### src/rtl/ttt_sweep_scheduler_if.sv
// ttt_sweep_scheduler_if: request/grant and memory-port signals of the sweep scheduler
interface ttt_sweep_scheduler_if #(
   parameter int IDX_W = 3
);
   logic             start_tick;
   logic             start_tock;
   logic             host_req;
   logic [IDX_W-1:0] host_addr;
   logic             clr_overrun;
   logic             mem_en;
   logic [IDX_W-1:0] mem_addr;
   logic             mem_host;
   logic [1:0]       phase;
   logic             host_gnt;
   logic             tick_done;
   logic             tock_done;
   logic             busy;
   logic             overrun;

   modport master (
      output start_tick, start_tock, host_req, host_addr, clr_overrun,
      input  mem_en, mem_addr, mem_host, phase, host_gnt, tick_done, tock_done, busy, overrun
   );

   modport slave (
      input  start_tick, start_tock, host_req, host_addr, clr_overrun,
      output mem_en, mem_addr, mem_host, phase, host_gnt, tick_done, tock_done, busy, overrun
   );
endinterface

### src/rtl/ttt_sweep_scheduler.sv
// ttt_sweep_scheduler: tick/tock sweep sequencer and host arbiter for the neuron-state memory port
// Define TTT_SCHED_HOST_INTERLEAVE_EN to let host accesses slip in between sweep slots.
module ttt_sweep_scheduler #(
   parameter int NUM_NEURONS = 8,
   parameter int IDX_W       = 3
) (
   input logic                  clk,
   input logic                  rst,
   ttt_sweep_scheduler_if.slave bus
);
   typedef enum logic [1:0] {IDLE, TICK, TOCK, HOST} state_t;

   localparam logic [IDX_W-1:0] LAST = IDX_W'(NUM_NEURONS - 1);

   state_t           r_state, w_state_n, r_ret, w_ret_n, w_sweep;
   logic [IDX_W-1:0] r_idx, w_idx_n, w_addr_n, r_mem_addr;
   logic             r_pend_tick, r_pend_tock, w_pt, w_po, w_tick_done_n, w_tock_done_n;
   logic             r_mem_en, r_mem_host, r_host_gnt, r_tick_done, r_tock_done, r_busy, r_overrun;
   logic [1:0]       r_phase;

   // Next state: a done cycle and a host cycle both hand over straight to any queued sweep
   always_comb begin
      w_pt          = r_pend_tick | bus.start_tick;
      w_po          = r_pend_tock | bus.start_tock;
      w_sweep       = w_pt ? TICK : (w_po ? TOCK : IDLE);
      w_state_n     = r_state;
      w_ret_n       = IDLE;
      w_idx_n       = r_idx;
      w_tick_done_n = 1'b0;
      w_tock_done_n = 1'b0;
      case (r_state)
         IDLE: begin
            w_state_n = (w_sweep == IDLE && bus.host_req) ? HOST : w_sweep;
            w_idx_n   = '0;
         end
         TICK, TOCK: begin
            if (r_idx == LAST) begin
               w_tick_done_n = (r_state == TICK);
               w_tock_done_n = (r_state == TOCK);
               w_state_n     = w_sweep;
               w_idx_n       = '0;
            end
`ifdef TTT_SCHED_HOST_INTERLEAVE_EN
            else if (bus.host_req) begin
               w_state_n = HOST;
               w_ret_n   = r_state;
            end
`endif
            else w_idx_n = r_idx + 1'b1;
         end
         default: begin
            w_state_n = (r_ret == IDLE) ? w_sweep : r_ret;
            w_idx_n   = (r_ret == IDLE) ? '0 : r_idx + 1'b1;
         end
      endcase
      w_addr_n = (w_state_n == HOST) ? bus.host_addr : w_idx_n;
   end

   // State, pending flags and registered outputs
   always_ff @(posedge clk or posedge rst) begin
      if (rst) begin
         r_state     <= IDLE;
         r_ret       <= IDLE;
         r_idx       <= '0;
         r_pend_tick <= 1'b0;
         r_pend_tock <= 1'b0;
         r_overrun   <= 1'b0;
         r_mem_en    <= 1'b0;
         r_busy      <= 1'b0;
         r_mem_host  <= 1'b0;
         r_host_gnt  <= 1'b0;
         r_phase     <= 2'd0;
         r_mem_addr  <= '0;
         r_tick_done <= 1'b0;
         r_tock_done <= 1'b0;
      end else begin
         r_state     <= w_state_n;
         r_ret       <= w_ret_n;
         r_idx       <= w_idx_n;
         r_pend_tick <= w_pt & ~(w_state_n == TICK && w_idx_n == '0);
         r_pend_tock <= w_po & ~(w_state_n == TOCK && w_idx_n == '0);
         r_overrun   <= (r_overrun & ~bus.clr_overrun) | (bus.start_tick & r_pend_tick) |
                        (bus.start_tock & r_pend_tock);
         r_mem_en    <= (w_state_n != IDLE);
         r_busy      <= (w_state_n != IDLE);
         r_mem_host  <= (w_state_n == HOST);
         r_host_gnt  <= (w_state_n == HOST);
         r_phase     <= (w_state_n == HOST) ? 2'd0 : w_state_n;
         r_mem_addr  <= w_addr_n;
         r_tick_done <= w_tick_done_n;
         r_tock_done <= w_tock_done_n;
      end
   end

   assign bus.mem_en    = r_mem_en;
   assign bus.mem_addr  = r_mem_addr;
   assign bus.mem_host  = r_mem_host;
   assign bus.phase     = r_phase;
   assign bus.host_gnt  = r_host_gnt;
   assign bus.tick_done = r_tick_done;
   assign bus.tock_done = r_tock_done;
   assign bus.busy      = r_busy;
   assign bus.overrun   = r_overrun;
endmodule

### src/flat_wrapper.sv
// flat-port wrapper written by rule: the top's interface ports become plain ports
module ttt_sweep_scheduler_flat 
#(
   parameter int NUM_NEURONS = 8,
   parameter int IDX_W       = 3
)
  (clk, rst, bus_start_tick, bus_start_tock, bus_host_req, bus_host_addr, bus_clr_overrun, bus_mem_en, bus_mem_addr, bus_mem_host, bus_phase, bus_host_gnt, bus_tick_done, bus_tock_done, bus_busy, bus_overrun);
  ttt_sweep_scheduler_if #(.IDX_W(IDX_W)) bus_i ();
  input logic clk;
  input logic rst;
  input wire logic [$bits(bus_i.start_tick)-1:0] bus_start_tick;
  input wire logic [$bits(bus_i.start_tock)-1:0] bus_start_tock;
  input wire logic [$bits(bus_i.host_req)-1:0] bus_host_req;
  input wire logic [$bits(bus_i.host_addr)-1:0] bus_host_addr;
  input wire logic [$bits(bus_i.clr_overrun)-1:0] bus_clr_overrun;
  output wire logic [$bits(bus_i.mem_en)-1:0] bus_mem_en;
  output wire logic [$bits(bus_i.mem_addr)-1:0] bus_mem_addr;
  output wire logic [$bits(bus_i.mem_host)-1:0] bus_mem_host;
  output wire logic [$bits(bus_i.phase)-1:0] bus_phase;
  output wire logic [$bits(bus_i.host_gnt)-1:0] bus_host_gnt;
  output wire logic [$bits(bus_i.tick_done)-1:0] bus_tick_done;
  output wire logic [$bits(bus_i.tock_done)-1:0] bus_tock_done;
  output wire logic [$bits(bus_i.busy)-1:0] bus_busy;
  output wire logic [$bits(bus_i.overrun)-1:0] bus_overrun;
  assign bus_i.start_tick = bus_start_tick;
  assign bus_i.start_tock = bus_start_tock;
  assign bus_i.host_req = bus_host_req;
  assign bus_i.host_addr = bus_host_addr;
  assign bus_i.clr_overrun = bus_clr_overrun;
  assign bus_mem_en = bus_i.mem_en;
  assign bus_mem_addr = bus_i.mem_addr;
  assign bus_mem_host = bus_i.mem_host;
  assign bus_phase = bus_i.phase;
  assign bus_host_gnt = bus_i.host_gnt;
  assign bus_tick_done = bus_i.tick_done;
  assign bus_tock_done = bus_i.tock_done;
  assign bus_busy = bus_i.busy;
  assign bus_overrun = bus_i.overrun;
  ttt_sweep_scheduler #(.NUM_NEURONS(NUM_NEURONS), .IDX_W(IDX_W)) u_core (.clk(clk), .rst(rst), .bus(bus_i));
endmodule
### config.mk
export PLATFORM = sky130hd
export DESIGN_NAME = ttt_sweep_scheduler_flat
export DESIGN_NICKNAME = d
export VERILOG_FILES = /design/src/rtl/ttt_sweep_scheduler_if.sv /design/src/rtl/ttt_sweep_scheduler.sv /design/src/flat_wrapper.sv
export SDC_FILE = /design/constraint.sdc
export NUM_CORES = 1
export LEC_CHECK = 0
export ABC_AREA = 0
export CAP_MARGIN = 0
export CORE_MARGIN = 5
export CORE_UTILIZATION = 46
export DETAILED_ROUTE_END_ITERATION = 8
export PLACE_DENSITY = 0.74
export SLEW_MARGIN = 15
export SYNTH_ARGS = -nofsm -noshare
export SYNTH_HDL_FRONTEND = slang
export SYNTH_SLANG_ARGS = --single-unit
### constraint.sdc
create_clock -name clk -period 2.2 [get_ports clk]
set_input_delay 0.44 -clock clk [delete_from_list [all_inputs] [get_ports clk]]
set_output_delay 0.44 -clock clk [all_outputs]
set_load 0.03 [all_outputs]
==> metrics.md <==
| Metric | Value |
|---|---|
| Outcome | complete, no violations |
| Port Buffers | 20 |
| Total number of vias | 538 |
| Htree depth | 1 |
| Relative slew margins | 0.589 |
| IR drop worst, VDD | about 0.7 mV |
| Fmax | 491 MHz |
| Detail Route Antenna Nets | 0 |
| Worst R2R Path Depth | 6 |
| Setup ws final | 162 ps |
| Syn nets | slightly below 80 |
| Clock transition at path regs | around 90 ps |
| # Post-CTS Setup Buffers | 0 |
| Critical path endpoint category | register |
| # nets final | roughly 100 |
| Setup CP Type | register to register |
| Leakage | just under 0.0005 uW |
| Floorplan row count | 15 |
| Register area | roughly 430 um^2 |
| Cell Area, Synth | 790 um^2 |
| Max clock buf depth | 2 |
| Number of buffers created by CTS | 3 |
| Largest net degree at the start of global routing | 18 |
| Sequential share of the synthesized area | 0.539 |
| YS warnings | 0 |
| Vias/cell | between 5 and 6 |
| Die width | 51.4 um |
| Count of final hold-check violations | 0 |
| Mean Syn Cell Area | about 13 um^2 |
| Setup-failing EPs final | 0 |
| Area taken by multi-input logic gates | between 300 and 400 um^2 |
| Synth Instances | 62 |
| Met2 usage | 0.195 |
| Crit-path max FO | 6 |
| Placed instance area | roughly 0.001 mm^2 |
| Pins Over Slew Limit | 0 |
| RSZ-0062 raised after global routing | no |
| Root Buffer | clkbuf_4 |
| Final core occ | 0.616 |
| Worst Max-Slew Pin Slew | 616 ps |
| Share of cells above drive strength 1 | 0.200 |
| Worst hold path type | input pin to async pin |
| Synth unique cells | 25 |
| Maxcap violations | 0 |
| Antenna violations before repair | 0 |
| Worst setup SP type | register |
| First-pass GRT wire length | ~2300 um |
| P&R area growth vs syn | 30.4% |
| Skew final | around 2.2 ps |
| Clock sink count | 17 |
| Most frequent cells in the layout | 20 x clkdlybuf4s50_1, 17 x dfrtp_1, 6 x ha_1 |
| Post-Route WL | approximately 1400 um |
| Critical path data arrival time | between 2000 and 2500 ps |
| Met3 usage | 0.0175 |
| Hold_buf cts | 0 |
| Post-DP HPWL | 1120 um |
| FF+latch count, synth | 17 |
| Ant diodes | 0 |
| Worst EP required | 2370 ps |
| Power per Cell Area | 1440 mW/mm^2 |
| Post-CTS Resized | 0 |
| Die Y | roughly 51 um |
| Number of fillers in the final layout | 132 |
| IO Pins | 21 |
| Final design area excluding fillers | 0.00103 mm^2 |
| Pre-CTS WS | ~37 ps |
| GRT Util Overall | 0.121 |
| Tcrit/Tclk final | 0.926 |
| Setup TNS | 0 ps |
| Core Area | between 0.0015 and 0.002 mm^2 |
| CTS tree | yes |
| DRC viols | 0 |
| Post-route minimum period | 2040 ps |
| Initial Util | 0.473 |
| Die ar. | ~0.0026 mm^2 |
| GR peak layer | met2 |
| Commonest non-fill, non-tap cell in the layout | clkdlybuf4s50_1 |
| Vias in the first global route | between 500 and 600 |
| Avg WL per Cell | between 10 and 15 um |
| Initial drt markers | 8 |
| Placer Congestion | between 0.7 and 0.8 |
| Total grt overflow | 0 |
| Clock latency on the worst-skew pair | 280 ps |
| DRT Pass-1 Iters | 4 |
| Routing usage on met1 | 0.150 |
logic make-up (layout without fill, tap and decap cells):
| family | Yosys count | in the layout | share of synthesized area |
|---|---|---|---|
| and+or+nand+nor | 20 | 20 | 0.160 |
| DFF | 17 | 17 | 0.539 |
| AOI/OAI and AO/OA | 9 | 9 | 0.106 |
| buffers and inverters | 7 | 30 | 0.0428 |
| adders and majority gates | 6 | 6 | 0.0951 |
| muxes | 3 | 3 | 0.0570 |
sequential cells by signal, summed over array words and instances, names as in the netlist:
name	count
u_core.bus.mem_addr	3
u_core.r_idx	3
u_core.bus.phase	2
u_core.r_state	2
u_core.bus.mem_en	1
u_core.bus.mem_host	1
u_core.bus.overrun	1
u_core.bus.tick_done	1
u_core.bus.tock_done	1
u_core.r_pend_tick	1
u_core.r_pend_tock	1
stage by stage:
| step | instances | hold WS [ps] | total power, uW |
|---|---|---|---|
| 4_1_cts | 102 | 548 | 1500 |
| 3_5_place_dp | 98 | 548 | 1340 |
| 6_report | 102 | 526 | 1480 |
| 2_1_floorplan | 62 | 366 | 1080 |
| 5_1_grt | 102 | 593 | 1600 |
| 3_3_place_gp | 98 | 542 | 1320 |
critical path, cell delays in order, from the launching register on:
cell and delay [ps]:
dfrtp_1 390, ha_1 200, ha_1 250, a211o_1 280
a32o_2 280, o2bb2a_4 240, mux2_4 300
path summary, 6_finish.rpt:
path | startpoint | slack (ps) | end
hold / removal | rst | 530 | u_core.bus.overrun$_DFF_PP0_
setup / recovery | u_core.r_idx[0]$_DFF_PP0_ | 160 | u_core.bus.mem_addr[1]$_DFF_PP0_
hold reg to reg | u_core.r_pend_tock$_DFF_PP0_ | 570 | u_core.bus.overrun$_DFF_PP0_
max in group asynchronous | rst | 1280 | u_core.r_state[0]$_DFF_PP0_
setup reg to reg | u_core.r_idx[0]$_DFF_PP0_ | 160 | u_core.bus.mem_addr[1]$_DFF_PP0_
min in group clk | u_core.r_pend_tock$_DFF_PP0_ | 570 | u_core.bus.overrun$_DFF_PP0_
metal layers:
metal	share of wire	up-vias
met2	0.52	13
met5	0	-
li1	-	263
met4	0.016	0
met1	0.43	260
met3	0.034	2
layout make-up:
cell class,instances,area share
sequential,17,0.413
multi-input combinational,38,0.321
timing repair buffer,21,0.202
clock buffer,4,0.0255
tap,17,0.0207
inverter,5,0.0182
cells in the mapped netlist (all sizes together):
library cell / n / area share
dfrtp: 17 / 0.54
ha: 6 / 0.095
a32o: 1 / 0.014
mux2: 3 / 0.057
nor3b: 2 / 0.019
a221o: 1 / 0.013
buf: 2 / 0.019
and3: 2 / 0.019
and2: 3 / 0.027
o21ai: 1 / 0.0063
inv: 5 / 0.024
nand2: 1 / 0.0047
a211o: 1 / 0.011
nor3: 1 / 0.0063
nor4b: 2 / 0.022
a31oi: 2 / 0.016
nor2: 5 / 0.024
and2b: 2 / 0.022
o21a: 1 / 0.0095
nor2b: 1 / 0.0079
or2: 1 / 0.0079
o32ai: 1 / 0.011
o2bb2a: 1 / 0.025
where the power goes:
part	leakage [uW]	switching, uW	internal (uW)
Combinational	0.000256	441	390
Sequential	0.000211	59.3	432
Clock	0.0000150	91.0	70.4
Total	0.000483	591	893
Power figures use the tool's default switching activity.
